==> config.mk <==
export PLATFORM = sky130hd
export DESIGN_NAME = dma_halt_sequencer
export DESIGN_NICKNAME = d
export VERILOG_FILES = /design/src/rtl/dma_halt_sequencer.sv
export SDC_FILE = /design/constraint.sdc
export NUM_CORES = 1
export LEC_CHECK = 0
export CORE_ASPECT_RATIO = 1.4
export CORE_MARGIN = 3
export CORE_UTILIZATION = 40
export CTS_BUF_LIST = sky130_fd_sc_hd__clkbuf_4 sky130_fd_sc_hd__clkbuf_8 sky130_fd_sc_hd__clkbuf_16
export CTS_CLUSTER_SIZE = 8
export DETAILED_ROUTE_END_ITERATION = 10
export PLACE_DENSITY_LB_ADDON = 0.1
export SYNTH_ARGS = -nofsm -noshare
export SYNTH_HDL_FRONTEND = slang
export SYNTH_SLANG_ARGS = --single-unit
==> constraint.sdc <==
create_clock -name e_cpu -period 5.06 [get_ports e_cpu]
set_input_delay 1.012 -clock e_cpu [delete_from_list [all_inputs] [get_ports e_cpu]]
set_output_delay 1.012 -clock e_cpu [all_outputs]
set_load 0.02 [all_outputs]
==> src/rtl/dma_halt_sequencer.sv <==
// dma_halt_sequencer
// Bus-ownership sequencer for the PhantomRAM DMA datapath. Halts the 6809,
// waits out the halt latency, and issues one DMA byte cycle per E clock.
// Long transfers are split into bursts so the CPU runs between them and can
// service interrupts. All outputs are registered.
// The FSM state is visible as state_q (typed enum) for debug and checkers.
//
// Build option: define NMI_ON_DONE_EN to drive nmi_drv from the completion
// flag. Without it, nmi_drv is tied low and irq_flag can only be polled.
//
// Handshake: start is a level, sampled only in IDLE. abort is taken in any
// state. done is a one-cycle pulse. irq_flag is sticky until irq_ack; if
// irq_ack and completion land in the same cycle, the flag stays set.
module dma_halt_sequencer #(
  parameter int LEN_W      = 16,
  parameter int HALT_WAIT  = 3,
  parameter int BURST_MAX  = 64,
  parameter int GAP_CYCLES = 4
) (
  input  logic             e_cpu,
  input  logic             _reset_cpu,
  input  logic             start,
  input  logic             abort,
  input  logic [LEN_W-1:0] len_in,
  input  logic             irq_ack,
  output logic             halt_drv,
  output logic             dma_en,
  output logic             step,
  output logic [LEN_W-1:0] remaining,
  output logic             busy,
  output logic             done,
  output logic             irq_flag,
  output logic             nmi_drv
);

  localparam int CNT_W   = 16;
  localparam int BURST_W = 16;

  typedef enum logic [2:0] {
    S_IDLE,
    S_HALTING,
    S_XFER,
    S_RELEASE,
    S_DONE
  } state_t;

  state_t             state_q, state_n;
  logic [LEN_W-1:0]   remaining_n;
  logic [CNT_W-1:0]   wait_q, wait_n;
  logic [BURST_W-1:0] burst_q, burst_n;
  logic               burst_hit;
  logic               irq_n;

  // The burst limit applies only when BURST_MAX is nonzero.
  always_comb begin
    burst_hit = 1'b0;
    if (BURST_MAX != 0) begin
      burst_hit = (burst_q == BURST_W'(BURST_MAX - 1));
    end
  end

  // Next-state logic. Counters and the sticky completion flag are updated here.
  always_comb begin
    state_n     = state_q;
    remaining_n = remaining;
    wait_n      = wait_q;
    burst_n     = burst_q;
    irq_n       = irq_flag;

    if (irq_ack) begin
      irq_n = 1'b0;
    end

    if (abort) begin
      state_n     = S_IDLE;
      remaining_n = '0;
      wait_n      = '0;
      burst_n     = '0;
    end else begin
      case (state_q)
        S_IDLE: begin
          if (start) begin
            if (len_in != '0) begin
              remaining_n = len_in;
              wait_n      = CNT_W'(HALT_WAIT);
              state_n     = S_HALTING;
            end else begin
              remaining_n = '0;
              state_n     = S_DONE;
            end
          end
        end
        S_HALTING: begin
          if (wait_q <= CNT_W'(1)) begin
            wait_n  = '0;
            burst_n = '0;
            state_n = S_XFER;
          end else begin
            wait_n = wait_q - CNT_W'(1);
          end
        end
        S_XFER: begin
          // Saturating decrement keeps remaining from wrapping.
          remaining_n = (remaining != '0) ? remaining - LEN_W'(1) : '0;
          burst_n     = burst_q + BURST_W'(1);
          // The last byte goes straight to DONE, so no empty gap follows it.
          if (remaining <= LEN_W'(1)) begin
            state_n = S_DONE;
          end else if (burst_hit) begin
            wait_n  = CNT_W'(GAP_CYCLES);
            state_n = S_RELEASE;
          end
        end
        S_RELEASE: begin
          if (wait_q <= CNT_W'(1)) begin
            wait_n  = CNT_W'(HALT_WAIT);
            state_n = S_HALTING;
          end else begin
            wait_n = wait_q - CNT_W'(1);
          end
        end
        S_DONE: begin
          irq_n   = 1'b1;
          state_n = S_IDLE;
        end
        default: begin
          state_n = S_IDLE;
        end
      endcase
    end
  end

  // State register. Outputs are registered from the decoded next state.
  always_ff @(posedge e_cpu) begin
    if (!_reset_cpu) begin
      state_q   <= S_IDLE;
      remaining <= '0;
      wait_q    <= '0;
      burst_q   <= '0;
      halt_drv  <= 1'b0;
      dma_en    <= 1'b0;
      step      <= 1'b0;
      busy      <= 1'b0;
      done      <= 1'b0;
      irq_flag  <= 1'b0;
      nmi_drv   <= 1'b0;
    end else begin
      state_q   <= state_n;
      remaining <= remaining_n;
      wait_q    <= wait_n;
      burst_q   <= burst_n;
      halt_drv  <= (state_n == S_HALTING) || (state_n == S_XFER);
      dma_en    <= (state_n == S_XFER);
      step      <= (state_n == S_XFER);
      busy      <= (state_n != S_IDLE);
      done      <= (state_n == S_DONE);
      irq_flag  <= irq_n;
`ifdef NMI_ON_DONE_EN
      nmi_drv   <= irq_n;
`else
      nmi_drv   <= 1'b0;
`endif
    end
  end

endmodule
After elaboration in Yosys (flattened, before gate mapping) --
Index checks and enable logic that the tools add are counted.
Cells by class: add/subtract/negate cells 3, $mul 0, divide/modulo/power cells 0, magnitude comparators 2, equality and inequality tests 13, shift operators 0, mux-type cells 24, bitwise gates (word level) 1, reduce and logical (&&, ||, !) cells 12
Operators with widths (count):
- $mux 16 | 10
- $pmux 16 s2 | 2
- $pmux 16 s4 | 1
- $le 16x1->1 const B | 2
- $reduce_bool 16->1 | 2
- $sub 16x1->16 const B | 2
- $mux 3 | 7
- $add 16x1->16 const B | 1
- $eq 16x6->1 const B | 1
- $pmux 3 s4 | 1
- $ne 2x2->1 const B | 5
- $eq 3x2->1 const B | 3
- $eq 3x1->1 const B | 2
- $eq 3x3->1 const B | 2
- $reduce_and 5->1 | 1
- $reduce_and 2->1 | 2
- $reduce_bool 2->1 | 2
- $reduce_bool 4->1 | 1
- $logic_not 3->1 | 1
- $mux 1 | 3
- $reduce_bool 3->1 | 1
- $reduce_or 2->1 | 1
- $logic_or 1x1->1 | 1
- $not 1->1 | 1
Storage, ports and cells: bits in registers 56, bits in latches 0, memory bits (writable) 0, ROM bits 0, bits of input ports 21, output and inout bits 23, logic and storage cells 64, memories 0

Depth between registers and ports, before layout --
Gate-level depths: netlist of run 1.
depth in word-level cells 7, gate-level depth with buffers 9, mapped depth without buffers 8

Worst setup path after synthesis of run 1 --
Ideal clock, no wire load.
kind input to register, from input len_in[3], to register wait_q[4], library setup time 70 ps, arrival time 2111 ps, data required time 4990 ps, path slack 2879 ps, stages 7, path buffers 1, cells stage by stage nor4_1 -> and4_1 -> o22ai_1 -> nand3_2 -> buf_2 -> a21oi_1 -> a21oi_1
Between the ends: longest elaborated chain between the ends 3
RTL lines:
- from (decl) | line 24 | input logic [LEN_W-1:0] len_in,
- $reduce_bool 16->1 | line 83 | if (len_in != '0) begin
- $ne 2x2->1 (no source line)
- $reduce_and 5->1 (no source line)
- to (signal assigned) | line 150 | wait_q <= wait_n;
- to (decl) | line 49 | logic [CNT_W-1:0] wait_q, wait_n;
No other way between the ends. A chain may end at the register's enable or synchronous reset.

Final worst setup path of run 1 --
from register state_q[1], to register remaining[2]
Between the ends: longest elaborated chain between the ends 3, elaborated cells between the ends (all ways) 6, those cells by class eq/ne (2); mux (1); reduce/logical (3)
RTL lines:
- from (decl) | line 47 | state_t state_q, state_n;
- from (signal assigned) | line 148 | state_q <= state_n;
- $eq 3x2->1 or $logic_not 3->1 (tied branches) | line 80 | case (state_q)
- $reduce_bool 2->1 (no source line) or $ne 2x2->1 (tied branches)
- $reduce_and 2->1 (no source line)
- to (signal assigned) | line 149 | remaining <= remaining_n;
- to (decl) | line 29 | output logic [LEN_W-1:0] remaining,
Several ways; a longest one is shown, not always the timed one.

==> impl_metrics.tcl, run 1 <==
set metrics [dict create \
    grt-ovfl-total 0 \
    synth_cell_type_count 59 \
    avgRoutedWirePerCell_um 15.61 \
    clock_path_buffers 2 \
    holdCritPathClass "reg -> reg" \
    drc 0 \
    synthCells 421 \
    synth_compound_area_share_pct 24.91 \
    synth_seq_cells 56 \
    fillers 770 \
    die-area_sq_um 9082 \
    status "finished, final reports clean" \
    clk_latency_ps 330 \
    cts_tree "yes" \
    grt_pass1_vias 3065 \
    p_sw_mw 0.2856 \
    stdcell_area_sq_um 3745 \
    ant_nets 0 \
    cp.required_ps 5260 \
    drt_iter0_markers 125 \
    synthSimpleGateAreaFrac_pct 30.41 \
    dp_slack_ps 1951 \
    dieWidth_um 81.41 \
    skew_ps 12.08 \
    hold_violations 0 \
    n_antenna_cell 0 \
    die_h_um 111.6 \
    io_buffers 42 \
    ios 44 \
    core-area_sq_um 7546 \
    num-nets-final 479 \
    post_cts_buffers 0 \
    critPathLaunchType "flop" \
    grtUsageTotal_pct 19.79 \
    worstPathArrival_ps 3060 \
    synth_adder_area_share_pct 2.358 \
    switching_share_pct 30.94 \
    via_per_inst 5.885 \
    layout_min_cycle_time_ps 2853 \
    tns_ps 0 \
    vdd_drop_max_v 0.0001038 \
    p_comb_share_pct 20.4 \
    yosysSeqAreaShare_pct 35.21 \
    grt_pass1_wl_mm 14.53 \
    crit_path_end_kind "flop" \
    slew-limit-headroom_pct 22.57 \
    dp_hpwl_mm 6.163 \
    rsz0062_at_grt "false" \
    grt_max_degree 38 \
    antenna_found_initial 0 \
    internal-power_mw 0.6374 \
    async_flop_share_pct 0 \
    p_clk_share_pct 29.5 \
    fmax_ghz 0.3505 \
    report.final.slew_viol_count 0 \
    drt_first_pass_iters 4 \
    worst_pin_slew_ps 1159 \
    maxCapViolCount 0 \
    syn_area_sq_um 3184 \
    cts_inserted_buffers 5 \
    hold_slack_ps 492.5 \
    p_leak_nw 1.278 \
    cts.clk_slew.worst_paths_ps 110 \
    finalWorstSetupSlack_ps 2207 \
    wl_mm 8.586 \
    synth_ff_type "dfxtp_1" \
    synth-xor-area-share_pct 1.100 \
    path_max_fanout 27 \
    setup_viol 0 \
    ctsHtreeMaxLevel 2 \
    ctsResizeCount 0 \
    area_delta_synth_final_pct 17.60 \
    drive_gt1_share_pct 6.623 \
    avgSynthCellArea_sq_um 7.564 \
    fin_crit_sh_pct 56.38 \
    pwr-share-seq_pct 50.1 \
    ctsRootBufferMaster "clkbuf_8" \
    synth_top_family_by_area "simple AND/OR/NAND/NOR gates" \
    initial_core_util_pct 42.20 \
    path_class "reg -> reg" \
    placed_area_sq_um 3647 \
    muxShareOfSynthArea_pct 1.650 \
    rows 37 \
    cts_sinks 56 \
    vias 3237 \
    powerDensity_nw_per_um2 246.5 \
    postCtsHoldBufs 0 \
    synth_edf_count 0 \
    yosysWarnings 0 \
    syn_nets 448 \
    gp_congestion 0.8065 \
]
cells by family after synthesis:
| logic type | Yosys count |
|---|---|
| fa+ha+maj | 6 |
| other cells | 1 |
| compound gates | 132 |
| xor+xnor | 4 |
| flops | 56 |
| buf+inv | 31 |
| mux | 5 |
| simple gates | 186 |
placed cells by master, fill, tap and decap left out, types with 6 or more instances in the layout:
cell and n:
o21ai_0 38, ha_1 6, dfxtp_1 56, nor2_1 51
or3_1 7, nand2_1 34, inv_1 10, a211oi_1 6
a21oi_1 42, a31oi_1 9, nor3_1 13, nor4_1 15
a22oi_1 7, clkdlybuf4s50_1 42, o21ai_1 7, or4_1 8
clkbuf_8 6, nand4_1 7, nand3_1 16
registers in the layout (all words and copies together), names as in the netlist:
register   count
burst_q       16
step           1
wait_q        16
done           1
busy           1
halt_drv       1
irq_flag       1
remaining     16
state_q        3
worst max-delay path, stage by stage (launching register included):
cell,delay [ps]
dfxtp_1,620
nand3_1,800
nand2_1,850
o21ai_0,210
a22oi_1,180
nor2_1,60
routing by layer:
| metal | global-route usage (%) | vias up | part of all wire [%] |
|---|---|---|---|
| met5 | 0 | - | 0 |
| met4 | 6.088 | 0 | 1.8 |
| met3 | 3.317 | 14 | 4.1 |
| met2 | 35.20 | 76 | 51 |
| met1 | 23.57 | 1528 | 43 |
| li1 | - | 1619 | - |
cells in the mapped netlist (all sizes together) (2+ instances only):
cell | n | area [sq um]
dfxtp | 56 | 1121
nor2 | 53 | 203.9
o21ai | 46 | 241.5
a21oi | 42 | 210.2
nand2 | 34 | 127.6
nand3 | 17 | 90.09
nor4 | 15 | 93.84
nor3 | 14 | 81.33
clkbuf | 13 | 48.80
inv | 11 | 41.29
or4 | 10 | 82.58
a31oi | 9 | 56.30
or3 | 9 | 58.80
a22oi | 7 | 52.55
buf | 7 | 45.03
nand4 | 7 | 43.79
a211oi | 6 | 45.04
ha | 6 | 75.07
or2 | 5 | 31.28
a32o | 4 | 40.04
nand2b | 4 | 25.02
o31ai | 4 | 30.03
and2 | 3 | 18.77
and3 | 3 | 18.77
mux2i | 3 | 30.03
nand3b | 3 | 22.52
nor2b | 3 | 18.77
o211ai | 3 | 27.52
xnor2 | 3 | 26.28
and4 | 2 | 17.52
mux2 | 2 | 22.52
o21a | 2 | 15.01
or3b | 2 | 17.52
layout make-up:
cell class	count	area, sq um	share of cell area, %
clock inverter	2	15.01	0.4009
inverter	11	41.29	1.103
tap	97	121.4	3.241
clock buffer	6	82.58	2.205
sequential	56	1121	29.94
timing repair buffer	44	435.4	11.63
multi-input combinational	334	1928	51.49
stage by stage:
stage	utilization, %	cells	power [mW]
after detailed placement	48.33	542	0.6597
final	49.63	550	0.9230
after floorplan	-	421	0.5993
after global routing	49.63	550	0.9703
after global placement	48.33	542	0.6598
after CTS	49.63	550	0.9302
path summary, 6_finish.rpt:
kind,slack (ps),startpoint,cells after the start,to
max reg2reg,2210,state_q[1],5,remaining[2]
min reg2reg,490,irq_flag,2,irq_flag
max,2210,state_q[1],5,remaining[2]
min,490,irq_flag,2,irq_flag
power by group through the flow:
stage	logic [mW]	clock network, mW	registers, mW
after CTS	0.188	0.280	0.462
after detailed placement	0.187	0	0.472
final	0.188	0.272	0.463
after global routing	0.210	0.296	0.465
after floorplan	0.123	0	0.477
after global placement	0.187	0	0.473
No activity file was read; power rests on OpenSTA's default activity.
==> run 2: changes to the inputs <==
==> constraint.sdc (replaced) <==
create_clock -name e_cpu -period 2.9 [get_ports e_cpu]
set_input_delay 0.58 -clock e_cpu [delete_from_list [all_inputs] [get_ports e_cpu]]
set_output_delay 0.58 -clock e_cpu [all_outputs]
set_load 0.02 [all_outputs]
==> impl_metrics.tcl, run 2 (synthesis results as in run 1) <==
set metrics [dict create \
    drive_gt1_share_pct 8.442 \
    num-nets-final 488 \
    ios 44 \
    grt_max_degree 22 \
    met3_usage_pct 3.074 \
    ctsHtreeMaxLevel 2 \
    min-delay-start "burst_q[4]" \
    postCtsHoldBufs 0 \
    layout_common_cells "dfxtp_1 (56), nor2_1 (51), a21oi_1 (42), clkdlybuf4s50_1 (42), o21ai_0 (38)" \
    io_buffers 42 \
    layout_min_cycle_time_ps 2462 \
    reg.largest.list "burst_q: 16 flops, remaining: 16 flops, wait_q: 16 flops" \
    grtUsageTotal_pct 19.99 \
    ctsResizeCount 0 \
    setup_viol 0 \
    critical_path_buf_inv_count 0 \
    path_common_cell "or4_4" \
    vdd_drop_max_v 0.0002296 \
    maxCapViolCount 0 \
    groute.layer.met2.usage_pct 35.09 \
    post_cts_buffers 0 \
    powerDensity_nw_per_um2 422.2 \
    hold_slack_ps 488.1 \
    worstPathArrival_ps 2670 \
    rows 37 \
    grt_pass1_vias 3037 \
    dp_hpwl_mm 6.428 \
    cts_inserted_buffers 5 \
    slew-limit-headroom_pct 58.01 \
    dpl.cell_count 551 \
    antenna_found_initial 0 \
    status "finished, final reports clean" \
    critical-path-top-delay-family "simple AND/OR/NAND/NOR gates" \
    gp_congestion 0.7941 \
    fin_crit_sh_pct 84.89 \
    r2r_slack_ps 440 \
    drc 0 \
    initial_core_util_pct 42.20 \
    die_h_um 111.6 \
    ctsRootBufferMaster "clkbuf_8" \
    area_delta_synth_final_pct 19.73 \
    critPathLaunchType "flop" \
    rsz0062_at_grt "false" \
    vias 3239 \
    hold_path_end "burst_q[4]" \
    wl_mm 8.646 \
    dieWidth_um 81.41 \
    via_per_inst 5.794 \
    tns_ps 0 \
    drt_first_pass_iters 5 \
    grt-ovfl-total 0 \
    avgRoutedWirePerCell_um 15.47 \
    p_leak_nw 1.329 \
    fin_cells 559 \
    cts_sinks 56 \
    min_delay_path_depth 1 \
    path_cells "or4_4 -> or4_4 -> o21ai_4 -> o21bai_1 -> a32o_1" \
    clk_latency_ps 300 \
    n_antenna_cell 0 \
    cp_num_cells 5 \
    holdCritPathClass "reg -> reg" \
    grt_pass1_wl_mm 14.71 \
    worst_pin_slew_ps 624.1 \
    drt_iter0_markers 134 \
    clock_path_buffers 2 \
    mostFrequentLayoutCell "dfxtp_1" \
    cts.clk_slew.worst_paths_ps 100 \
    r2r-end "wait_q[6]" \
    hold_violations 0 \
    die-area_sq_um 9082 \
    cp.required_ps 3100 \
    grt_use_met1_pct 24.61 \
    path_max_fanout 17 \
    crit_path_end_kind "flop" \
    core-area_sq_um 7546 \
    skew_ps 5.245 \
    cp_slowest_stage_delay_ps 590 \
    finish.utilization_pct 50.52 \
    reg2regPathDepth 5 \
    report.final.slew_viol_count 0 \
    path_class "reg -> reg" \
    ant_nets 0 \
    cts_tree "yes" \
    crit_path_top_delay_cell "or4_4" \
    worstReg2RegStart "wait_q[4]" \
    fmax_ghz 0.4062 \
    top_usage_layer "met2" \
]
[run 2: cell types whose count changed in the layout (fill, tap and decap cells not counted), sizes merged]
cell,previous run,this run
clkinvlp,2,0
buf,2,11
clkbuf,6,8
[run 2: worst max path at each step]
stage | start | endpoint | slack (ps)
4_1_cts | wait_q[4] | wait_q[6] | 440
3_5_place_dp | len_in[2] | wait_q[6] | 330
5_1_grt | remaining[4] | wait_q[15] | 290
6_report | wait_q[4] | wait_q[6] | 440
2_1_floorplan | wait_q[4] | wait_q[2] | 730
3_3_place_gp | len_in[0] | wait_q[6] | 360
[run 2: area by class of cell]
cell class	count	area (sq um)
well taps	97	121.4
flip-flops and latches	56	1121
inverters	11	41.29
clock buffers	8	97.59
repair buffers	53	503.0
multi-input cells	334	1928
fillers	781	3734
[run 2: per-stage QoR]
stage,setup WS (ps),instance area (sq um),power (mW)
5_1_grt,287.2,3812,1.699
6_report,438.1,3812,1.610
3_5_place_dp,327.1,3715,1.164
2_1_floorplan,728.6,3184,1.046
4_1_cts,441.6,3812,1.626
3_3_place_gp,362.9,3715,1.164
[run 2: worst register-to-register path: stages, from the launching register on]
cell and delay, ps:
dfxtp_1 380, or4_4 580, or4_4 590, o21ai_4 410
o21bai_1 140, a32o_1 270
[run 2: per-layer routing]
| metal | vias up | wire length, um |
|---|---|---|
| met4 | 0 | 91 |
| met3 | 7 | 315 |
| met2 | 69 | 4578 |
| met1 | 1525 | 3660 |
| met5 | - | 0 |
| li1 | 1638 | - |
[run 2: where the power goes]
group	switching, mW	internal (mW)
Combinational	0.200	0.141
Clock	0.248	0.215
Sequential	0.0222	0.785
==> run 3: changes to the inputs <==
==> constraint.sdc (replaced) <==
create_clock -name e_cpu -period 2 [get_ports e_cpu]
set_input_delay 0.4 -clock e_cpu [delete_from_list [all_inputs] [get_ports e_cpu]]
set_output_delay 0.4 -clock e_cpu [all_outputs]
set_load 0.02 [all_outputs]
==> impl_metrics.tcl, run 3 (synthesis results as in run 1) <==
set metrics [dict create \
    cts_inserted_buffers 5 \
    critical-path-top-delay-family "simple AND/OR/NAND/NOR gates" \
    critical_path_buf_inv_count 1 \
    grt_max_degree 19 \
    via_per_inst 5.687 \
    hold_slack_ps 485.8 \
    path_class "reg -> reg" \
    reg.largest.list "burst_q: 16 flops, remaining: 16 flops, wait_q: 16 flops" \
    drt_first_pass_iters 5 \
    area_delta_synth_final_pct 46.44 \
    grt-ovfl-total 0 \
    cts_tree "yes" \
    core-area_sq_um 7546 \
    cp.required_ps 2220 \
    io_buffers 42 \
    wl_mm 9.996 \
    placed_area_sq_um 4392 \
    cts.clk_slew.worst_paths_ps 100 \
    r2r-end "burst_q[11]" \
    holdCritPathClass "reg -> reg" \
    fillers 718 \
    dp_hpwl_mm 7.456 \
    maxCapViolCount 0 \
    finalWorstSetupSlack_ps -235.0 \
    avgRoutedWirePerCell_um 15.43 \
    cp_num_cells 7 \
    setup_viol 27 \
    vdd_drop_max_v 0.0002797 \
    grt_pass1_vias 3653 \
    failed_checks "negative setup slack" \
    crit_path_top_delay_cell "or4_4" \
    ant_nets 0 \
    drt_iter0_markers 140 \
    clock_path_buffers 2 \
    layout_common_cells "buf_4 (95), dfxtp_1 (54), nor2_1 (48), clkdlybuf4s50_1 (42), a21oi_1 (37)" \
    path_cells "or4_4 -> or4_4 -> nor3_4 -> buf_6 -> o21ai_4 -> a22oi_2 -> nor2_1" \
    worstPathArrival_ps 2450 \
    r2r_slack_ps -230 \
    rows 37 \
    fin_crit_sh_pct 111.7 \
    skew_ps 5.346 \
    p_leak_nw 1.822 \
    path_common_cell "or4_4" \
    n_antenna_cell 0 \
    stdcell_area_sq_um 4663 \
    antenna_found_initial 0 \
    finish.utilization_pct 61.80 \
    report.final.slew_viol_count 0 \
    mostFrequentLayoutCell "buf_4" \
    grtUsageTotal_pct 22.58 \
    status "complete, but fails checks" \
    fmax_ghz 0.4474 \
    worstReg2RegStart "wait_q[14]" \
    endpoint "burst_q[11]" \
    num-nets-final 577 \
    initial_core_util_pct 42.20 \
    min_delay_path_depth 1 \
    dp_slack_ps -258.3 \
    ios 44 \
    path_max_fanout 4 \
    grt_pass1_wl_mm 16.66 \
    drc 0 \
    layout_min_cycle_time_ps 2235 \
    die-area_sq_um 9082 \
    hold_violations 0 \
    powerDensity_nw_per_um2 546.7 \
    ctsHtreeMaxLevel 2 \
    cp_slowest_stage_delay_ps 590 \
    gp_congestion 0.8604 \
    drive_gt1_share_pct 29.04 \
    crit_path_end_kind "flop" \
    ctsRootBufferMaster "clkbuf_8" \
    die_h_um 111.6 \
    rsz0062_at_grt "true" \
    crit_start "wait_q[14]" \
    dieWidth_um 81.41 \
    vias 3685 \
    reg2regPathDepth 7 \
    clk_latency_ps 320 \
    total_power_mw 2.549 \
    critPathLaunchType "flop" \
    cts_sinks 56 \
]
[run 3: metrics by stage]
step,TNS (ps),std cells
2_1_floorplan,-1540,421
3_3_place_gp,-5265,637
3_5_place_dp,-4507,637
4_1_cts,-3851,646
5_1_grt,-7257,648
6_report,-4664,648
[run 3: where the power goes]
part	internal [mW]	switching, mW
clock	0.311	0.373
sequential	1.14	0.0184
combinational	0.340	0.368
[run 3: cell type report]
class                           count  area, sq um  area share [%]
Multi-Input combinational cell    334         2081           44.62
Clock buffer                        8        97.59           2.093
Sequential cell                    56         1124           24.09
Timing Repair Buffer              142         1199           25.70
Inverter                           11        41.29          0.8854
Tap cell                           97        121.4           2.603
[run 3: routing by layer]
metal  wire length [um]  global-route usage [%]
met5                  0                       0
met4                209                   8.005
met3                310                   3.479
met2               5475                   41.46
met1               4000                   25.44
[run 3: worst register-to-register path: stages, from the launching register on]
cell and delay [ps]:
dfxtp_2 330, or4_4 530, or4_4 590, nor3_4 250
buf_6 160, o21ai_4 60, a22oi_2 150, nor2_1 50
[run 3: what timing repair did]
action,CTS,global route
hold buffers,0,0
setup buffers,1,1
gates resized for setup,15,24
pin swaps,14,13
cloned,0,1
setup endpoints to repair,29,42
[run 3: worst min-delay path by stage]
| stage | start | end | slack (ps) |
|---|---|---|---|
| floorplan | burst_q[4] | burst_q[4] | 440 |
| global placement | irq_flag | irq_flag | 470 |
| detailed placement | burst_q[4] | burst_q[4] | 480 |
| CTS | irq_flag | irq_flag | 490 |
| global route | irq_flag | irq_flag | 530 |
| finish | burst_q[4] | burst_q[4] | 490 |
